File: config.mk
export PLATFORM = sky130hd
export DESIGN_NAME = wb_write_queue
export DESIGN_NICKNAME = d
export VERILOG_FILES = /design/src/rtl/wb_write_queue.sv
export SDC_FILE = /design/constraint.sdc
export NUM_CORES = 1
export LEC_CHECK = 0
export CAP_MARGIN = 30
export CELL_PAD_IN_SITES_DETAIL_PLACEMENT = 0
export CELL_PAD_IN_SITES_GLOBAL_PLACEMENT = 1
export CORE_ASPECT_RATIO = 1.4
export CORE_MARGIN = 10
export CORE_UTILIZATION = 42
export CTS_CLUSTER_SIZE = 25
export DETAILED_ROUTE_END_ITERATION = 7
export MAX_ROUTING_LAYER = met4
export PLACE_DENSITY_LB_ADDON = 0.1
export SLEW_MARGIN = 25
export SYNTH_ARGS = -nofsm -noshare
export SYNTH_HDL_FRONTEND = slang
export SYNTH_SLANG_ARGS = --single-unit
File: constraint.sdc
create_clock -name clk -period 5.32 [get_ports clk]
set_input_delay 0.532 -clock clk [delete_from_list [all_inputs] [get_ports clk]]
set_output_delay 0.532 -clock clk [all_outputs]
set_load 0.02 [all_outputs]
File: src/rtl/wb_write_queue.sv
// Dual-lane writeback queue: buffers up to DEPTH register-file writes from two
// issue lanes, retires one per cycle in order, and answers youngest-pending hazard queries.
module wb_write_queue #(
    parameter int DEPTH = 4
) (
    input  logic                     clk,
    input  logic                     rst,
    input  logic                     v0,
    input  logic [4:0]               rd0,
    input  logic [31:0]              d0,
    input  logic                     v1,
    input  logic [4:0]               rd1,
    input  logic [31:0]              d1,
    output logic                     in_ready,
    output logic                     we,
    output logic [4:0]               rw,
    output logic [31:0]              inW,
    input  logic [4:0]               q_reg,
    output logic                     q_hit,
    output logic [31:0]              q_data,
    output logic [$clog2(DEPTH):0]   count
);

    localparam int AW = $clog2(DEPTH);
    localparam int CW = AW + 1;

    logic [AW-1:0] head_reg;
    logic [AW-1:0] tail_reg;
    logic [CW-1:0] count_reg;
    logic [AW-1:0] head_next;
    logic [AW-1:0] tail_next;
    logic [CW-1:0] count_next;

    logic [4:0]    rd_mem   [DEPTH];
    logic [31:0]   data_mem [DEPTH];

    logic          acc0;
    logic          acc1;
    logic          deq;
    logic [AW-1:0] tail1;

    // Producers are only ever let in when two free slots exist, so the
    // occupancy can never overflow even with a simultaneous dual enqueue.
    assign in_ready = (count_reg <= CW'(DEPTH - 2));
    assign acc0     = in_ready && v0 && (rd0 != 5'd0);
    assign acc1     = in_ready && v1 && (rd1 != 5'd0);
    assign deq      = (count_reg != '0);

    // Lane 1 lands right behind lane 0, or at the tail itself when lane 0 is absent.
    assign tail1      = tail_reg + AW'(acc0);
    assign tail_next  = tail_reg + AW'(acc0) + AW'(acc1);
    assign head_next  = head_reg + AW'(deq);
    assign count_next = count_reg + CW'(acc0) + CW'(acc1) - CW'(deq);

    always_ff @(posedge clk) begin
        if (rst) begin
            head_reg  <= '0;
            tail_reg  <= '0;
            count_reg <= '0;
        end else begin
            head_reg  <= head_next;
            tail_reg  <= tail_next;
            count_reg <= count_next;
        end
    end

    always_ff @(posedge clk) begin
        if (!rst) begin
            if (acc0) begin
                rd_mem[tail_reg]   <= rd0;
                data_mem[tail_reg] <= d0;
            end
            if (acc1) begin
                rd_mem[tail1]   <= rd1;
                data_mem[tail1] <= d1;
            end
        end
    end

    assign count = count_reg;
    assign we    = deq;
    assign rw    = deq ? rd_mem[head_reg]   : 5'd0;
    assign inW   = deq ? data_mem[head_reg] : 32'd0;

    // Hazard lookup indexed by age offset from head. Offset 0 is always the
    // entry being written this cycle, so it never counts as pending.
    logic [DEPTH-1:0] match;
    logic [31:0]      slot_data [DEPTH];

    genvar gi;
    generate
        for (gi = 0; gi < DEPTH; gi++) begin : g_slot
            logic [AW-1:0] idx;
            assign idx           = head_reg + AW'(gi);
            assign slot_data[gi] = data_mem[idx];
            if (gi == 0) begin : g_head
                assign match[gi] = 1'b0;
            end else begin : g_body
                assign match[gi] = (CW'(gi) < count_reg) && (rd_mem[idx] == q_reg);
            end
        end
    endgenerate

    always_comb begin
        q_hit  = 1'b0;
        q_data = 32'd0;
        if (q_reg != 5'd0) begin
            // Later offsets are younger, so the last match found wins.
            for (int j = 1; j < DEPTH; j++) begin
                if (match[j]) begin
                    q_hit  = 1'b1;
                    q_data = slot_data[j];
                end
            end
        end
    end

endmodule

# Word-level counts from Yosys, hierarchy flattened
# Memories as Yosys holds them, arrays and structs flattened. A register that Yosys moved wholly into a read port is not among the register bits.
# Index checks and enable logic that the tools add are counted.
# word_totals
regBits	7
ram_bits	148
inputBits	83
out_inout_bits	75
elab_cells	50
n_memories	2
# op_classes
n_addsub	9
order_cmp	4
n_eq_ne	3
muxes	18
n_reduce_logical	11
# mem_list
memory	words	word_bits	rd	rd_clocked_by_memory_dff	write_ports	line	rtl
data_mem	4	32	4	1	2	35	logic [31:0] data_mem [DEPTH];
rd_mem	4	5	4	1	2	34	logic [4:0] rd_mem [DEPTH];
# op_table
cell	n
$mux 32	5
$eq 5x5->1	3
$reduce_bool 5->1	3
$mux 1	10
$logic_and 1x1->1	7
$add 2x1->2	3
$add 3x1->3	2
$lt 2x3->1 const A	2
$mux 5	1
$add 2x2->2 const B	2
$mux 2	2
$le 3x2->1 const B	1
$lt 1x3->1 const A	1
$reduce_bool 3->1	1
$sub 3x1->3	1
$add 2x1->2 const B	1

# Longest topological paths before layout
# Gate-level depths: netlist (run 1).
# An unclocked memory read counts as a cell.
# logic_depth
word_depth	8
mapped_depth	12
mapped_depth_nobuf	11

# Worst setup path after synthesis (run 1)
# Ideal clock, no wire load.
# synth_path
kind	reg-to-reg
startpoint	reg count_reg[1], in the netlist count[1]
endpoint	mem data_mem[2][0] (enable)
setup_ns	0.534
arrival_time_ns	5.059
required_ns	4.786
slack_ns	-0.273
path_stages_with_launch	6
n_path_buf	0
period_less_slack_ns	5.593
cell_sequence	dfxtp_1 ha_1 o21a_1 or2_2 o211ai_1 o41ai_1
# synth_rtl
item	line	rtl
start: declaration	29	logic [CW-1:0] count_reg;
start signal: assignment	63	count_reg <= count_next;
end: declaration	35	

# Final worst setup path (run 1)
# layout_path
startpoint	reg head_reg[1]
endpoint	out q_data[2]
# layout_between
elab_chain_len	8
word_cells_on_any_way	15
cone_classes	add/sub (3); eq/ne (3); mux (4); reduce/logical (3); memory (2)
# layout_lines
item	line	rtl
start: declaration	27	logic [AW-1:0] head_reg;
start signal: assignment	61	head_reg <= head_next;
$add 2x1->2	94	assign idx = head_reg + AW'(gi);
$mem_v2 4x5	n/a	
$eq 5x5->1	99	assign match[gi] = (CW'(gi) < count_reg) && (rd_mem[idx] == q_reg);
$logic_and 1x1->1	99	
$mux 32 (2 in series)	110	if (match[j]) begin
$mux 32 *	110	
$mux 32 *	107	if (q_reg != 5'd0) begin
end: declaration	20	output logic [31:0] q_data,
# Mark *: on every way between the ends. The rest lies on a longest branch, timed or not.

==> results of run 1 <==
-- area by class of cell --
class / count / area (um2) / area share [%]
Timing Repair Buffer: 187 / 1817 / 13.02
Inverter: 11 / 41.29 / 0.2959
Clock buffer: 18 / 429.2 / 3.076
Antenna cell: 3 / 7.507 / 0.05381
Tap cell: 365 / 456.7 / 3.273
Sequential cell: 155 / 4592 / 32.91
Multi-Input combinational cell: 562 / 6456 / 46.27
Clock inverter: 13 / 152.6 / 1.094
-- logic make-up (layout without fill, tap and decap cells) --
group,after synthesis,after routing,share of synthesized area [%]
muxes,298,298,41.35
DFF,155,155,39.96
and+or+nand+nor,115,115,5.442
AOI/OAI and AO/OA,114,114,5.812
buffers and inverters,88,229,4.373
xor gates and xnor gates,27,27,2.061
adders and majority gates,8,8,1.003
other,0,3,0
-- synth_stat cells (15+ instances only) --
library cell               instances
sky130_fd_sc_hd__a21oi_1          63
sky130_fd_sc_hd__buf_2            26
sky130_fd_sc_hd__clkbuf_1         21
sky130_fd_sc_hd__edfxtp_1        148
sky130_fd_sc_hd__mux2_2          142
sky130_fd_sc_hd__mux2i_1          24
sky130_fd_sc_hd__mux4_2          126
sky130_fd_sc_hd__nand2_1          15
sky130_fd_sc_hd__nand3_1          35
sky130_fd_sc_hd__nor2b_1          37
sky130_fd_sc_hd__o21ai_1          30
sky130_fd_sc_hd__xnor2_1          20
-- metal layers --
metal / vias to the layer above / part of all wire (%) / GRT usage (%)
met5: - / 0 / -
met4: 0 / 1.7 / 5.697
met3: 41 / 5.3 / 3.886
met2: 269 / 55 / 36.34
met1: 4203 / 38 / 22.02
li1: 3533 / - / -
-- power groups by stage --
stage | Combinational, mW | Sequential (mW) | Clock, mW
after detailed placement | 3.55 | 1.92 | 0
after CTS | 3.56 | 1.90 | 1.25
after global placement | 3.50 | 1.89 | 0
after floorplan | 2.55 | 1.79 | 0
after global routing | 3.78 | 1.94 | 1.29
final | 3.52 | 1.90 | 1.22
-- path summary, 6_finish.rpt --
| kind | startpoint | endpoint | slack [ns] | cells after the start |
|---|---|---|---|---|
| max | head_reg[1] | q_data[2] | 0.49 | 8 |
| min | count[2] | count[2] | 0.75 | 4 |
| max reg2reg | count[2] | data_mem[0][15] | 1.35 | 11 |
| min reg2reg | count[2] | count[2] | 0.75 | 4 |
-- per-stage QoR --
stage / util, % / hold WS (ns) / cells
final: 51.83 / 0.7505 / 1314
after global routing: 51.83 / 0.7934 / 1314
after CTS: 51.70 / 0.7549 / 1310
after detailed placement: 49.54 / 0.7403 / 1279
after global placement: 49.54 / 0.7366 / 1279
after floorplan: - / 0.5609 / 805
-- critical path, cell delays in order, from the launching register on --
cell and delay [ns]:
sky130_fd_sc_hd__dfxtp_4 0.83, sky130_fd_sc_hd__mux4_2 0.42, sky130_fd_sc_hd__xor2_1 0.16, sky130_fd_sc_hd__a211oi_2 0.36, sky130_fd_sc_hd__o2111a_2 0.74, sky130_fd_sc_hd__buf_4 0.31
sky130_fd_sc_hd__a21oi_1 0.08, sky130_fd_sc_hd__a21oi_1 0.27, sky130_fd_sc_hd__clkdlybuf4s50_1 0.67
==> metrics.md, run 1 <==
| Metric | Value |
|---|---|
| Relative slew margins | `roughly two fifths` |
| PnR Total Power | `approximately 6.6 mW` |
| Number of flops mapped to enable cells by yosys | `around 150` |
| Part of the power in the clock network | `roughly 18%` |
| Hold buffer count at CTS | `0` |
| Leakage power total | `4.412 nW` |
| Main flop type after synthesis | `sky130_fd_sc_hd__edfxtp_1` |
| Sequential cell area fraction in the yosys report | `between 30% and 40%` |
| Worst-path clk slew | `~0.060 ns` |
| Clock buffer count from CTS | `17` |
| DRT iter0 DRCs | `497` |
| Overflow left after global routing | `0` |
| Insertion delay to the later sink of the worst-skew pair | `around 0.43 ns` |
| HPWL Detailed | `22830 um` |
| Post-placement setup slack | `just over 0.8 ns` |
| Distinct cell type count of the synthesized netlist | `between 40 and 50` |
| Top library cells by usage in the layout, fill and taps aside | `157 x sky130_fd_sc_hd__clkdlybuf4s50_1, 148 x sky130_fd_sc_hd__edfxtp_1, 142 x sky130_fd_sc_hd__mux2_2` |
| Maximum number of pins on one net before global-route repair | `65` |
| CTS tree | `done` |
| Root buffer cell | `sky130_fd_sc_hd__clkbuf_16` |
| Commonest non-fill, non-tap cell in the layout | `sky130_fd_sc_hd__clkdlybuf4s50_1` |
| Leading post-synthesis cells by cell area | `sky130_fd_sc_hd__edfxtp_1 39%, sky130_fd_sc_hd__mux4_2 25%, sky130_fd_sc_hd__mux2_2 14%, sky130_fd_sc_hd__a21oi_1 2.7%, sky130_fd_sc_hd__mux2i_1 2.1%` |
| Count of final setup violators | `0` |
| Global Route Usage Sum | `about a fifth` |
| Setup repair after global routing missed its margin | `no` |
| Sequential Power Share | `approximately 29%` |
| Total Nets Final | `1025` |
| Count of filler cells inserted in the layout | `between 2000 and 2500` |
| Placement-stage cell area | `13340 um2` |
| Cell-internal power | `between 4 and 5 mW` |
| Remaining design rule violation count | `0` |
| Endpoint type of the worst setup path | `output port` |
| Number of levels the H-tree was split into | `4` |
| Synth Cell Area | `between 10000 and 15000 um2` |
| Gate power share | `53.0%` |
| Synth warnings | `0` |
| Mean cell area of the mapped netlist | `approximately 14 um2` |
| Shortest clock period the worst path allows after layout | `slightly below 5 ns` |
| Flip-flop count of the largest register after layout | `128` |
| Overall die area | `34420 um2` |
| Final worst path period share | `~91%` |
| Y dimension of the die | `215.6 um` |
| Number of hold violations in the final report | `0` |
| Setup total negative slack | `0 ns` |
| Max Clock Freq | `slightly above 200 MHz` |
| Antenna violations before repair | `3` |
| Worst clock skew | `about 0.011 ns` |
| Ratio of cells with drive above 1 in the final layout | `between 30 and 40%` |
| Number of max-cap violations | `0` |
| Core region area | `between 20000 and 30000 um2` |
| Via count of the first global-routing pass | `8697` |
| X dimension of the die | `159.7 um` |
| Area of all placed cells without fillers | `roughly 14000 um2` |
| Post-CTS repair timing setup buffer count | `0` |
| Number of clock sinks | `around 160` |
| Last weighted congestion value of the routability-driven placer | `roughly 0.8` |
| Classification of the worst-slack hold path | `flip-flop to flip-flop` |
| Buffer depth of the longest clock path | `2` |
| Flip-flop and latch count after synthesis | `around 160` |
| Number of pins with negative max-slew slack in the final report | `0` |
| Total of cells resized after clock tree synthesis | `0` |
| Type of the worst setup path | `flip-flop to output port` |
| Cell taking the most area after synthesis | `sky130_fd_sc_hd__edfxtp_1` |
| Async set-reset flop share out of synthesis | `0%` |
| Number of nets produced by synthesis | `around 900` |
| Average detailed-routed wire length per instance | `25.67 um` |
| Critical path fanouts, max | `50` |
| Number of primary I/O pins | `around 160` |
| Result of the run | `finished, final reports clean` |
| Switching power | `about 2.5 mW` |
| Share of the synthesized area in the top cell type | `about two fifths` |
| Buffers added on ports | `157` |
| Critical Path Source Type | `flip-flop` |
| Detailed-router iteration count before antenna repair | `5` |
| Transition at the pin with the smallest max-transition slack | `between 0.9 and 1 ns` |
| Wire length of the first global-routing pass | `around 52000 um` |
| Initial cell density of the core | `a little over two fifths` |
| PnR worst setup slack | `around 0.49 ns` |
| Number of nets with antenna violations after detailed routing | `0` |
| Worst Path Arrival | `between 4 and 5 ns` |
| Worst ir drop on vdd | `292.2 uV` |
| Number of core rows | `71` |
| Synthesis-to-layout area growth | `21.60%` |
| Routed wire length | `approximately 34000 um` |
| Power density over cell area | `476.2 nW/um2` |
| Via density per instance | `a little over 6` |
| Critical Path RT | `4.79 ns` |
| Post-synthesis cell count | `roughly 810` |
| Via count | `8046` |
| Sw Ratio | `between 30% and 40%` |
No activity file was read; power rests on OpenSTA's default activity.
==> run 2: changes to the inputs <==
--- a/config.mk
+++ b/config.mk
@@ -10,7 +10,7 @@
 export CELL_PAD_IN_SITES_GLOBAL_PLACEMENT = 1
 export CORE_ASPECT_RATIO = 1.4
 export CORE_MARGIN = 10
-export CORE_UTILIZATION = 42
+export CORE_UTILIZATION = 30
 export CTS_CLUSTER_SIZE = 25
 export DETAILED_ROUTE_END_ITERATION = 7
 export MAX_ROUTING_LAYER = met4
==> run 2 against run 1 <==
  * Clock-buffer cell count stayed put
  * Critical path type unchanged
  * Sequential power is 2% lower
  * Combinational power is 3% higher
  * Routed wire length is 8.8% higher
==> metrics.md, run 2 (synthesis results as in run 1) <==
| Metric | Value |
|---|---|
| Routed wire length | `36700 um (+8.8%)` |
| Critical Path Start | `head_reg[1]` |
| Antenna violations before repair | `2 (-1)` |
| Final worst path period share | `84.43% (-6.3 points)` |
| Post-placement cell count | `1390 (+8.7%)` |
| Via count of the first global-routing pass | `8522 (-2.0%)` |
| Number of hold violations in the final report | `0 (unchanged)` |
| Buffer depth of the longest clock path | `2 (unchanged)` |
| Count of final setup violators | `0 (unchanged)` |
| Buffers added on ports | `157 (unchanged)` |
| Number of max-cap violations | `0 (unchanged)` |
| Non-Filler Instances | `1426 (+8.5%)` |
| HPWL Detailed | `24960 um (+9.3%)` |
| Cell with the largest stage delay on the worst path | `sky130_fd_sc_hd__dfxtp_4` |
| Max Clock Freq | `222.6 MHz (+7.5%)` |
| Result of the run | `finished, final reports clean` |
| CTS tree | `done` |
| Overflow left after global routing | `0 (unchanged)` |
| Hold buffer count at CTS | `0 (unchanged)` |
| Flip-flop count of the largest register after layout | `128 (unchanged)` |
| Clock buffer count from CTS | `17 (unchanged)` |
| FF+latch area | `4592 um2 (unchanged)` |
| Worst clock skew | `0.008036 ns (-0.002816 ns)` |
| Switching power | `2.543 mW (+3.2%)` |
| Global Route Usage Sum | `16.46% (-3.7 points)` |
| Gate power share | `52.8% (-0.2 points)` |
| Critical Path RT | `4.79 ns (about the same)` |
| Number of levels the H-tree was split into | `4 (unchanged)` |
| Total Nets Final | `1029 (+0.39%)` |
| Top Family by Delay on Critical Path | `buffers and inverters` |
| Ratio of cells with drive above 1 in the final layout | `37.22% (+0.54 points)` |
| Worst-path clk slew | `0.06 ns (about the same)` |
| Maximum number of pins on one net before global-route repair | `60 (-7.7%)` |
| Leakage power total | `4.487 nW (+1.7%)` |
| Last weighted congestion value of the routability-driven placer | `0.7582 (-4.3%)` |
| Classification of the worst-slack hold path | `flip-flop to flip-flop` |
| Cell-internal power | `4.312 mW (+3.1%)` |
| Endpoint type of the worst setup path | `output port` |
| Worst Path Arrival | `3.96 ns (-0.34 ns)` |
| Sw Ratio | `37.09% (about the same)` |
| Remaining design rule violation count | `0 (unchanged)` |
| Power density over cell area | `480.8 nW/um2 (+0.97%)` |
| Via density per instance | `5.592 (-8.7%)` |
| Type of the worst setup path | `flip-flop to output port` |
| Number of primary I/O pins | `158 (unchanged)` |
| Core region area | `37730 um2 (+40%)` |
| Crit path largest cell delay | `0.77 ns (-0.06 ns)` |
| Insertion delay to the later sink of the worst-skew pair | `0.45 ns (+0.02 ns)` |
| Commonest non-fill, non-tap cell in the layout | `sky130_fd_sc_hd__clkdlybuf4s50_1` |
| Total area of multi-input combinational cells | `6471 um2 (+0.23%)` |
| DRT iter0 DRCs | `513 (+3.2%)` |
| Initial cell density of the core | `30.41% (-12 points)` |
| Average detailed-routed wire length per instance | `25.74 um (+0.25%)` |
| Worst ir drop on vdd | `229.9 uV (-21%)` |
| Y dimension of the die | `251.4 um (+17%)` |
| Total of cells resized after clock tree synthesis | `0 (unchanged)` |
| Wire length of the first global-routing pass | `55320 um (+6.5%)` |
| Count of filler cells inserted in the layout | `3576 (+56%)` |
| X dimension of the die | `185.3 um (+16%)` |
| Setup total negative slack | `0 ns (unchanged)` |
| Critical Path Source Type | `flip-flop` |
| Via count | `7974 (-0.89%)` |
| Detailed-router iteration count before antenna repair | `4 (-1)` |
| Setup repair after global routing missed its margin | `no` |
| Placement-stage cell area | `13550 um2 (+1.6%)` |
| Number of nets with antenna violations after detailed routing | `0 (unchanged)` |
| Crit Reg-Reg Startpoint | `count[2]` |
| Relative slew margins | `35.83% (-2.2 points)` |
| Sequential Power Share | `27.1% (-1.5 points)` |
| Area of all placed cells without fillers | `14260 um2 (+2.2%)` |
| PnR Total Power | `6.855 mW (+3.2%)` |
| Worst Hold Launch | `count[0]` |
| CP Cell Sequence | `mux2i_1 -> xnor2_1 -> nor4_1 -> a22o_2 -> buf_4 -> nand3_1 -> a21oi_1 -> clkdlybuf4s50_1` |
| Root buffer cell | `sky130_fd_sc_hd__clkbuf_16` |
| Part of the power in the clock network | `20.0% (+1.6 points)` |
| Post-CTS repair timing setup buffer count | `0 (unchanged)` |
| Overall die area | `46580 um2 (+35%)` |
| Worst hold slack across all endpoints | `0.7572 ns (+0.006729 ns)` |
| Top library cells by usage in the layout, fill and taps aside | `157 x sky130_fd_sc_hd__clkdlybuf4s50_1, 148 x sky130_fd_sc_hd__edfxtp_1, 142 x sky130_fd_sc_hd__mux2_2` |
| Shortest clock period the worst path allows after layout | `4.492 ns (-0.3358 ns)` |
| Critical path fanouts, max | `41 (-18%)` |
| Number of clock sinks | `155 (unchanged)` |
| Number of pins with negative max-slew slack in the final report | `0 (unchanged)` |
| Combined buffer and inverter count along the critical path | `2 (unchanged)` |
| Transition at the pin with the smallest max-transition slack | `0.9592 ns (+0.02962 ns)` |
| Synthesis-to-layout area growth | `24.25%` |
| Number of core rows | `84 (+18%)` |
[run 2: changes by cell type in the layout (fill, tap and decap cells not counted)]
cell	before	now
sky130_fd_sc_hd__inv_6	0	1
sky130_fd_sc_hd__buf_16	1	4
sky130_fd_sc_hd__inv_8	0	1
sky130_fd_sc_hd__clkinv_1	2	0
sky130_fd_sc_hd__diode_2	3	2
sky130_fd_sc_hd__buf_4	29	30
sky130_fd_sc_hd__clkinvlp_4	3	4
sky130_fd_sc_hd__nand3_4	0	2
sky130_fd_sc_hd__nand3_2	2	0
sky130_fd_sc_hd__clkinv_4	2	1
sky130_fd_sc_hd__bufinv_16	3	5
sky130_fd_sc_hd__clkinv_2	3	2
[run 2: final timing paths]
kind	to	cells past startpoint	slack, ns
worst max-delay path	q_data[22]	8	0.83
worst min-delay path	count[0]	3	0.76
worst max register to register	data_mem[0][26]	11	1.41
worst min register to register	count[0]	3	0.76
[run 2: tightest hold or removal path, cell delays in order, from the launching register on]
cell	delay, ns
sky130_fd_sc_hd__dfxtp_1	0.34
sky130_fd_sc_hd__inv_1	0.15
sky130_fd_sc_hd__fa_1	0.19
sky130_fd_sc_hd__nor2_1	0.04
[run 2: through the flow]
step	setup slack, ns	utilization [%]
2_1_floorplan	-0.2730	-
3_3_place_gp	1.028	35.76
3_5_place_dp	0.9860	35.91
4_1_cts	0.7208	37.62
5_1_grt	0.5288	37.78
6_report	0.8281	37.78
[run 2: per-layer routing]
| metal | global-route usage, % | vias to the layer above | routed length, um |
|---|---|---|---|
| met4 | 5.051 | 0 | 678 |
| met2 | 29.21 | 212 | 20120 |
| met1 | 18.39 | 4184 | 14490 |
| met5 | - | - | 0 |
| li1 | - | 3545 | - |
| met3 | 2.700 | 33 | 1416 |
[run 2: power groups by stage]
| stage | logic, mW | clock network [mW] | registers (mW) |
|---|---|---|---|
| floorplan | 2.55 | 0 | 1.79 |
| global placement | 3.67 | 0 | 1.88 |
| detailed placement | 3.67 | 0 | 1.89 |
| CTS | 3.69 | 1.41 | 1.86 |
| global route | 3.91 | 1.45 | 1.90 |
| finish | 3.62 | 1.37 | 1.86 |
[run 2: final cells by class]
cell class	instances	share of cell area, %
Clock buffer	18	3.010
Multi-Input combinational cell	562	45.39
Sequential cell	155	32.21
Antenna cell	2	0.03511
Clock inverter	14	1.536
Inverter	11	0.2896
Timing Repair Buffer	191	13.38
Tap cell	473	4.151
